<file path="src/rtl/pp_result_packer_if.sv">
// Element-in / mask-word-out handshake bundle for pp_result_packer.
// The slave modport is the packer's view and the master modport is the producer/consumer side.
interface pp_result_packer_if #(
    parameter int NUM_SIZE  = 32,
    parameter int MASK_WORD = 32
);
    logic                 in_valid;
    logic                 in_ready;
    logic                 out;
    logic [NUM_SIZE-1:0]  out1;
    logic                 in_last;
    logic                 m_valid;
    logic                 m_ready;
    logic [MASK_WORD-1:0] m_data;
    logic                 m_last;

    modport slave (
        input  in_valid, out, out1, in_last, m_ready,
        output in_ready, m_valid, m_data, m_last
    );

    modport master (
        output in_valid, out, out1, in_last, m_ready,
        input  in_ready, m_valid, m_data, m_last
    );
endinterface

</file>
<file path="src/rtl/pp_result_packer.sv">
// Packs per-element predicate bits into LSB-first mask words on a valid/ready stream.
// It also keeps per-column true/element counts and a masked sum, and pulses done once a column's last word is taken.
module pp_result_packer #(
    parameter int NUM_SIZE  = 32,
    parameter int MASK_WORD = 32,
    parameter int CNT_W     = 32,
    parameter int ACC_W     = 48
) (
    input  logic             clk,
    input  logic             rst_n,
    pp_result_packer_if.slave bus,
    output logic [CNT_W-1:0] true_count_o,
    output logic [CNT_W-1:0] elem_count_o,
    output logic [ACC_W-1:0] masked_sum_o,
    output logic             done_o
);
    localparam int IDX_W = (MASK_WORD > 1) ? $clog2(MASK_WORD) : 1;

    typedef enum logic {RUN, DRAIN} state_t;

    state_t               state_q, state_d;
    logic [MASK_WORD-1:0] pack_q, pack_d;
    logic [IDX_W-1:0]     idx_q, idx_d;
    logic [CNT_W-1:0]     runElem_q, runElem_d;
    logic [CNT_W-1:0]     runTrue_q, runTrue_d;
    logic [ACC_W-1:0]     runSum_q, runSum_d;
    logic                 mValid_q, mValid_d;
    logic [MASK_WORD-1:0] mData_q, mData_d;
    logic                 mLast_q, mLast_d;
    logic [CNT_W-1:0]     trueCount_q, trueCount_d;
    logic [CNT_W-1:0]     elemCount_q, elemCount_d;
    logic [ACC_W-1:0]     maskedSum_q, maskedSum_d;
    logic                 done_q, done_d;

    logic                 inReady;
    logic                 accept;
    logic                 wordEnd;
    logic [MASK_WORD-1:0] mergedWord;
    logic [CNT_W-1:0]     nextElem;
    logic [CNT_W-1:0]     nextTrue;
    logic [ACC_W-1:0]     nextSum;

    // The output register must be free (empty or draining) before a new element is taken,
    // so a completing element can never overwrite an unconsumed word.
    assign inReady = (state_q == RUN) && (!mValid_q || bus.m_ready);
    assign accept  = bus.in_valid && inReady;
    assign wordEnd = (idx_q == IDX_W'(MASK_WORD - 1)) || bus.in_last;

    always_comb begin
        state_d     = state_q;
        pack_d      = pack_q;
        idx_d       = idx_q;
        runElem_d   = runElem_q;
        runTrue_d   = runTrue_q;
        runSum_d    = runSum_q;
        mValid_d    = mValid_q;
        mData_d     = mData_q;
        mLast_d     = mLast_q;
        trueCount_d = trueCount_q;
        elemCount_d = elemCount_q;
        maskedSum_d = maskedSum_q;
        done_d      = 1'b0;

        mergedWord         = pack_q;
        mergedWord[idx_q]  = bus.out;

        nextElem = runElem_q + CNT_W'(1);
        nextTrue = runTrue_q + CNT_W'(bus.out);
        nextSum  = bus.out ? (runSum_q + ACC_W'(bus.out1)) : runSum_q;

        if (mValid_q && bus.m_ready) begin
            mValid_d = 1'b0;
        end

        if (accept) begin
            if (wordEnd) begin
                mData_d  = mergedWord;
                mLast_d  = bus.in_last;
                mValid_d = 1'b1;
                pack_d   = '0;
                idx_d    = '0;
            end else begin
                pack_d   = mergedWord;
                idx_d    = idx_q + IDX_W'(1);
            end

            if (bus.in_last) begin
                trueCount_d = nextTrue;
                elemCount_d = nextElem;
                maskedSum_d = nextSum;
                runElem_d   = '0;
                runTrue_d   = '0;
                runSum_d    = '0;
                state_d     = DRAIN;
            end else begin
                runElem_d   = nextElem;
                runTrue_d   = nextTrue;
                runSum_d    = nextSum;
            end
        end

        // In DRAIN the only word that can be pending is the column's last one.
        if ((state_q == DRAIN) && mValid_q && bus.m_ready && mLast_q) begin
            state_d = RUN;
            done_d  = 1'b1;
        end
    end

    always_ff @(posedge clk or negedge rst_n) begin
        if (!rst_n) begin
            state_q     <= RUN;
            pack_q      <= '0;
            idx_q       <= '0;
            runElem_q   <= '0;
            runTrue_q   <= '0;
            runSum_q    <= '0;
            mValid_q    <= 1'b0;
            mData_q     <= '0;
            mLast_q     <= 1'b0;
            trueCount_q <= '0;
            elemCount_q <= '0;
            maskedSum_q <= '0;
            done_q      <= 1'b0;
        end else begin
            state_q     <= state_d;
            pack_q      <= pack_d;
            idx_q       <= idx_d;
            runElem_q   <= runElem_d;
            runTrue_q   <= runTrue_d;
            runSum_q    <= runSum_d;
            mValid_q    <= mValid_d;
            mData_q     <= mData_d;
            mLast_q     <= mLast_d;
            trueCount_q <= trueCount_d;
            elemCount_q <= elemCount_d;
            maskedSum_q <= maskedSum_d;
            done_q      <= done_d;
        end
    end

    assign bus.in_ready = inReady;
    assign bus.m_valid  = mValid_q;
    assign bus.m_data   = mData_q;
    assign bus.m_last   = mLast_q;
    assign true_count_o = trueCount_q;
    assign elem_count_o = elemCount_q;
    assign masked_sum_o = maskedSum_q;
    assign done_o       = done_q;
endmodule

</file>
<file path="src/flat_wrapper.sv">
// flat-port wrapper written by rule: the top's interface ports become plain ports
module pp_result_packer_flat 
#(
    parameter int NUM_SIZE  = 32,
    parameter int MASK_WORD = 32,
    parameter int CNT_W     = 32,
    parameter int ACC_W     = 48
)
  (clk, rst_n, true_count_o, elem_count_o, masked_sum_o, done_o, bus_in_valid, bus_out, bus_out1, bus_in_last, bus_m_ready, bus_in_ready, bus_m_valid, bus_m_data, bus_m_last);
  pp_result_packer_if #(.NUM_SIZE(NUM_SIZE), .MASK_WORD(MASK_WORD)) bus_i ();
  input  logic clk;
  input  logic rst_n;
  output logic [CNT_W-1:0] true_count_o;
  output logic [CNT_W-1:0] elem_count_o;
  output logic [ACC_W-1:0] masked_sum_o;
  output logic done_o;
  input wire logic [$bits(bus_i.in_valid)-1:0] bus_in_valid;
  input wire logic [$bits(bus_i.out)-1:0] bus_out;
  input wire logic [$bits(bus_i.out1)-1:0] bus_out1;
  input wire logic [$bits(bus_i.in_last)-1:0] bus_in_last;
  input wire logic [$bits(bus_i.m_ready)-1:0] bus_m_ready;
  output wire logic [$bits(bus_i.in_ready)-1:0] bus_in_ready;
  output wire logic [$bits(bus_i.m_valid)-1:0] bus_m_valid;
  output wire logic [$bits(bus_i.m_data)-1:0] bus_m_data;
  output wire logic [$bits(bus_i.m_last)-1:0] bus_m_last;
  assign bus_i.in_valid = bus_in_valid;
  assign bus_i.out = bus_out;
  assign bus_i.out1 = bus_out1;
  assign bus_i.in_last = bus_in_last;
  assign bus_i.m_ready = bus_m_ready;
  assign bus_in_ready = bus_i.in_ready;
  assign bus_m_valid = bus_i.m_valid;
  assign bus_m_data = bus_i.m_data;
  assign bus_m_last = bus_i.m_last;
  pp_result_packer #(.NUM_SIZE(NUM_SIZE), .MASK_WORD(MASK_WORD), .CNT_W(CNT_W), .ACC_W(ACC_W)) u_core (.clk(clk), .rst_n(rst_n), .bus(bus_i), .true_count_o(true_count_o), .elem_count_o(elem_count_o), .masked_sum_o(masked_sum_o), .done_o(done_o));
endmodule
</file>
<file path="config.mk">
export PLATFORM = sky130hd
export DESIGN_NAME = pp_result_packer_flat
export DESIGN_NICKNAME = d
export VERILOG_FILES = /design/src/rtl/pp_result_packer_if.sv /design/src/rtl/pp_result_packer.sv /design/src/flat_wrapper.sv
export SDC_FILE = /design/constraint.sdc
export NUM_CORES = 1
export LEC_CHECK = 0
export CORE_UTILIZATION = 43
export CTS_BUF_LIST = sky130_fd_sc_hd__clkbuf_8
export DETAILED_ROUTE_END_ITERATION = 12
export RECOVER_POWER = 50
export SYNTH_ARGS = -nofsm -noshare
export SYNTH_HDL_FRONTEND = slang
export SYNTH_SLANG_ARGS = --single-unit
</file>
<file path="constraint.sdc">
create_clock -name clk -period 3.3 [get_ports clk]
set_input_delay 0.66 -clock clk [delete_from_list [all_inputs] [get_ports clk]]
set_output_delay 0.66 -clock clk [all_outputs]
set_load 0.01 [all_outputs]
</file>
* Yosys cells after proc, flatten, opt, wreduce, memory -nomap -nowiden
Cells that the tools add are included.
** Storage, ports and cells
- Memory bits (read-only) :: 0
- Output and inout bits :: 148
- Memories kept :: 0
- RAM bits :: 0
- Input port bits :: 38
- Bits in latches :: 0
- Register bits :: 297
** Cells by class
- Mux-type cells :: 16
- Div/mod/pow operators :: 0
- Order comparisons :: 2
- Reductions and logical operators :: 15
- Bitwise operators :: 1
- Multiply operators :: 0
- Shifts and indexed selects :: 0
- Equality and inequality tests :: 1
- Add/subtract/negate cells :: 4
** Operators by type and width (number)
- $mux 32 :: 3
- $mux 48 :: 2
- $add 48x32->48 :: 1
- $add 32x1->32 :: 1
- $add 32x1->32 const B :: 1
- $bwmux 32 :: 1
- $mux 1 :: 8
- $logic_and 1x1->1 :: 7
- $lt 5x6->1 const B :: 1
- $reduce_and 2->1 :: 3
- $add 5x1->5 const B :: 1
- $demux 1 s5 :: 1
- $eq 5x5->1 const B :: 1
- $ge 5x1->1 const B :: 1
- $mux 5 :: 1
- $reduce_bool 2->1 :: 2
- $logic_or 1x1->1 :: 2
- $logic_not 1->1 :: 1
- $not 1->1 :: 1

* Logic depth before layout (Yosys ltp)
- Depth after elaboration :: 6
- Mapped depth :: 13
- Gate-level depth less buffers :: 11

* Worst setup path after synthesis
No wires, ideal clock.
- Path type :: input to register
- From :: input bus_out1[0]
- To :: register u_core.runSum_q[38]
- Required time :: 3.182 ns
- Arrival :: 3.040 ns
- Buffers on the path :: 0
- Library setup time :: 0.118 ns
- Stages on the path :: 11
- Path slack :: 0.142 ns
- Cell sequence :: ha_1 fa_1 a21oi_1 o22ai_1 a211oi_1 nor2_1 o311a_2 o2111ai_4 a2111oi_4 nor3b_1 a21o_1
** On the way
- Word-level cells in the longest chain between the ends :: 3
** Ends and longest elaborated chain
- start: declaration :: line flat_wrapper.sv:19 : input wire logic [$bits(bus_i.out1)-1:0] bus_out1;
- $add 48x32->48 :: line pp_result_packer.sv:69 : nextSum = bus.out ? (runSum_q + ACC_W'(bus.out1)) : runSum_q;
- $mux 48 :: line pp_result_packer.sv:69
- $mux 48 :: line pp_result_packer.sv:87 : if (bus.in_last) begin
- end signal: assignment :: line pp_result_packer.sv:130 : runSum_q <= runSum_d;
- end: declaration :: line pp_result_packer.sv:26 : logic [ACC_W-1:0] runSum_q, runSum_d;
Every way passes these cells.
A chain may end at the register's enable or synchronous reset.

* Worst setup path in the final report
- From :: input bus_out1[0]
- To :: register u_core.maskedSum_q[42], in the netlist u_core.masked_sum_o[42]
** On the way
- Word-level cells in the longest chain between the ends :: 2
** Ends and longest elaborated chain
- $add 48x32->48 :: line pp_result_packer.sv:69
- $mux 48 :: line pp_result_packer.sv:69
- end signal: assignment :: line pp_result_packer.sv:136 : maskedSum_q <= maskedSum_d;
- end: declaration :: line pp_result_packer.sv:32 : logic [ACC_W-1:0] maskedSum_q, maskedSum_d;
Every way passes these cells.

==> results.md <==
- Vias per std cell: 5.38
- Count of H-tree levels built during CTS: 2
- Antenna violations before repair: 0
- Number of global-route vias before repair: 13,100
- Number of antenna-violating nets in the routed design: 0
- Kind of path behind the tightest hold check: reg -> reg
- Library cell occupying the most area in the post-synthesis netlist: sky130_fd_sc_hd__dfrtp_1
- Maximum number of pins on one net before global-route repair: 124
- Utilization of the core after routing: 54.9%
- Predominant post-synthesis flop cell: sky130_fd_sc_hd__dfrtp_1
- Kind of start point of the critical path: input pin
- Unrepaired setup endpoints after global routing: no
- Min cycle time layout: 3140 ps
- Number of input and output port buffers inserted: 185
- Number of remaining DRC errors: 0
- Fraction of synthesized cell area taken by the top area cell type: 47.9%
- Post-synth net total: 1,813
- Vias: 13,400
- Ranking of synthesized cells by area: sky130_fd_sc_hd__dfrtp_1 48%, sky130_fd_sc_hd__o21ai_0 8.1%, sky130_fd_sc_hd__nand2_1 6.5%
- Violation count after the first detailed-route iteration: 800
- Syn. warnings: 0
- Post-CTS setup repair buffer count: 0
- Ports placed on the boundary: 186
- Global route total overflow: 0
- Endpoint arrival time on the critical path: 3580 ps
- CTS sink count: 297
- Family with the most delay on the worst path: compound AO/OA/AOI/OAI gates
- Placed cell count: 2,389
- Failing checks: capacitance limit, slew limit
- Total GRT Usage: 23.1%
- Die outline width: 192 µm
- Max FO, Critical Path: 9
- Slew at the pin closest to its max-slew limit: 1630 ps
- Gate count after technology mapping: 1,734
- Critical path's largest stage delay: 430 ps
- Count of buffering cells on the critical path with inverters included: 2
- Number of clock buffers inserted by TritonCTS: 53
- Total Nets Final: 2,063
- Share of flip-flops with an asynchronous set or reset: 100%
- Number of maximum-capacitance violations: 1
- Clk slew on worst S/H paths: 50 ps
- RD Place Congestion: 0.868
- Pwr dens: 708 nW/µm²
- Cell Chain, Critical Path: clkdlybuf4s50_1, ha_1, fa_2, a21oi_2, o22ai_1, a211oi_2, nor2_1, o311a_2, o2111ai_4, buf_12, a211oi_1, xnor2_1, o21ai_0
- Pleak: 0.00863 µW
- Global-route wire length before repair: 68.0 mm
- Most congested layer reported by global routing: met2
- Number of synthesized flops with an enable pin: 0
- Final number of setup-violating endpoints: 0
- Average cell area after synthesis: 8.96 µm²
- Data required time at the worst endpoint: 3740 ps
- VDD IR-drop max: 504 µV
- Number of fillers in the final layout: 3,306
- Drt total wl: 41.5 mm
- Fraction of layout cells with a size suffix above 1: 10.7%
- Post-detailed-placement half-perimeter wirelength: 28.3 mm
- Die ar.: 36,900 µm²
- Mapped Area: 15,500 µm²
- Worst Clk Skew: 42.0 ps
- Leading cell types by count after synthesis: 297 x sky130_fd_sc_hd__dfrtp_1, 269 x sky130_fd_sc_hd__nand2_1, 250 x sky130_fd_sc_hd__o21ai_0
- Design Power: 13,800 µW
- Met3 Track Usage GR: 4.07%
- Core Rows: 69
- Hold violation count in the final report: 0
- Count of antenna diodes in the layout: 0
- Area growth syn-to-layout: 25.7%
- GR Layer Usage met2: 36.3%
- Clock tree from TritonCTS: built
- Top achievable clock speed: 319 MHz
- Global routing usage on met1: 32.2%
- Starting utilization of the core area: 43.7%
- Most repeated cell in the gate-level netlist after synthesis: sky130_fd_sc_hd__dfrtp_1
- Non-Filler Instances: 2,482
- Slowest CP cell: sky130_fd_sc_hd__o311a_2
- Clock latency on the worst-skew pair: 630 ps
- Maximum buffer depth of the clock tree: 3
- Relative max-transition margin: -8.74%
- Share of the clock period used by the worst path after layout: 95.1%
- Crit path capture type: flop
- Average wire length per cell after detail routing: 16.7 µm
- Max-slew violation count: 58
- Outcome: finished, violations left
- Worst Path Class, Setup: in -> reg
- Number of distinct library cells after synthesis: 57
- Die outline height: 192 µm
- Cell chosen for the clock root: sky130_fd_sc_hd__clkbuf_8
- Core ar.: 35,600 µm²
- Sequential element share of the synthesized area: 47.9%
- First-pass iteration count of the detailed router: 7
- Post-synthesis sequential element count: 297
## final cells by class
cell class                 count  area, µm²  share of cell area, %
multi-input combinational   1292       7590                   38.9
sequential                   297       7430                   38.1
timing repair buffer         308       2780                   14.2
clock buffer                  61        840                   4.30
tap                          461        577                   2.95
clock inverter                31        185                  0.949
inverter                      32        120                  0.615
## metrics by stage
step                TNS, ps  hold WS [ps]  worst slack, ps  cell area (µm²)
global route              0           488             8.10            19500
floorplan                 0           364              142            15500
global placement     -18180           460             -539            18500
CTS                       0           427             25.3            19600
finish                    0           468              161            19500
detailed placement   -20110           469             -603            18500
## kinds of logic (layout without fill, tap and decap cells)
group	Yosys count	in the layout	synth area share, %
compound gates	540	540	20.6
mux	41	41	2.66
flops	297	297	47.9
buf+inv	145	432	3.57
xor+xnor	105	105	5.92
simple gates	565	565	16.0
fa+ha+maj	41	41	3.35
## cell usage in the layout, fill, tap and decap left out, types with 43 or more instances in the layout
cell                                n
sky130_fd_sc_hd__inv_1             53
sky130_fd_sc_hd__xnor2_1           62
sky130_fd_sc_hd__clkbuf_8          61
sky130_fd_sc_hd__nor2_1           129
sky130_fd_sc_hd__buf_4            105
sky130_fd_sc_hd__nand2_1          268
sky130_fd_sc_hd__nand3_1           43
sky130_fd_sc_hd__clkdlybuf4s50_1  155
sky130_fd_sc_hd__o21ai_0          245
sky130_fd_sc_hd__dfrtp_1          297
sky130_fd_sc_hd__a21oi_1          123
sky130_fd_sc_hd__xor2_1            43
## report_power, final
| group | leakage, µW | switching (µW) | total (µW) | internal (µW) |
|---|---|---|---|---|
| clock network | 0.000600 | 1540 | 3370 | 1830 |
| logic | 0.00404 | 2860 | 5490 | 2630 |
| registers | 0.00398 | 562 | 4960 | 4400 |
| total | 0.00863 | 4960 | 13800 | 8860 |
## worst reg2reg max path, stage by stage, from the launching register on
cell and delay, ps:
sky130_fd_sc_hd__dfrtp_1 400, sky130_fd_sc_hd__ha_1 230, sky130_fd_sc_hd__fa_2 370, sky130_fd_sc_hd__a21oi_2 160
sky130_fd_sc_hd__o22ai_1 140, sky130_fd_sc_hd__a211oi_2 270, sky130_fd_sc_hd__nor2_1 90, sky130_fd_sc_hd__o311a_2 430
sky130_fd_sc_hd__o2111ai_4 230, sky130_fd_sc_hd__buf_12 170, sky130_fd_sc_hd__a211oi_1 120, sky130_fd_sc_hd__xnor2_1 210
sky130_fd_sc_hd__o21ai_0 80
## final timing paths
kind / start / to / slack, ps / depth (start not counted)
min reg2reg: u_core.true_count_o[24] / u_core.true_count_o[24] / 470 / 2
max: bus_out1[0] / u_core.masked_sum_o[42] / 160 / 13
max reg2reg: u_core.runSum_q[0] / u_core.masked_sum_o[42] / 240 / 12
min: u_core.true_count_o[24] / u_core.true_count_o[24] / 470 / 2
min in group asynchronous: rst_n / u_core.elem_count_o[20] / 1010 / 2
max in group asynchronous: rst_n / u_core.masked_sum_o[31] / 690 / 3
## state kept, by name (all words and copies together) (netlist names)
register and count:
u_core.runSum_q 48, u_core.bus.m_last 1, u_core.bus.m_data 32, u_core.bus.m_valid 1
u_core.idx_q 5, u_core.true_count_o 32, u_core.runTrue_q 32, u_core.elem_count_o 32
u_core.runElem_q 32, u_core.pack_q 32, u_core.done_o 1, u_core.masked_sum_o 48
u_core.state_q 1
## layer usage
layer | part of all wire [%] | up-vias
li1 | - | 6595
met3 | 4.6 | 63
met2 | 46 | 306
met5 | 0 | -
met1 | 48 | 6393
met4 | 2.3 | 0
## repair_timing
item,CTS,global route
gates resized for setup,0,10
endpoints found under the hold margin,55,0
hold buffers,1,0
setup endpoints to repair,0,21
No activity file was read; power rests on OpenSTA's default activity.
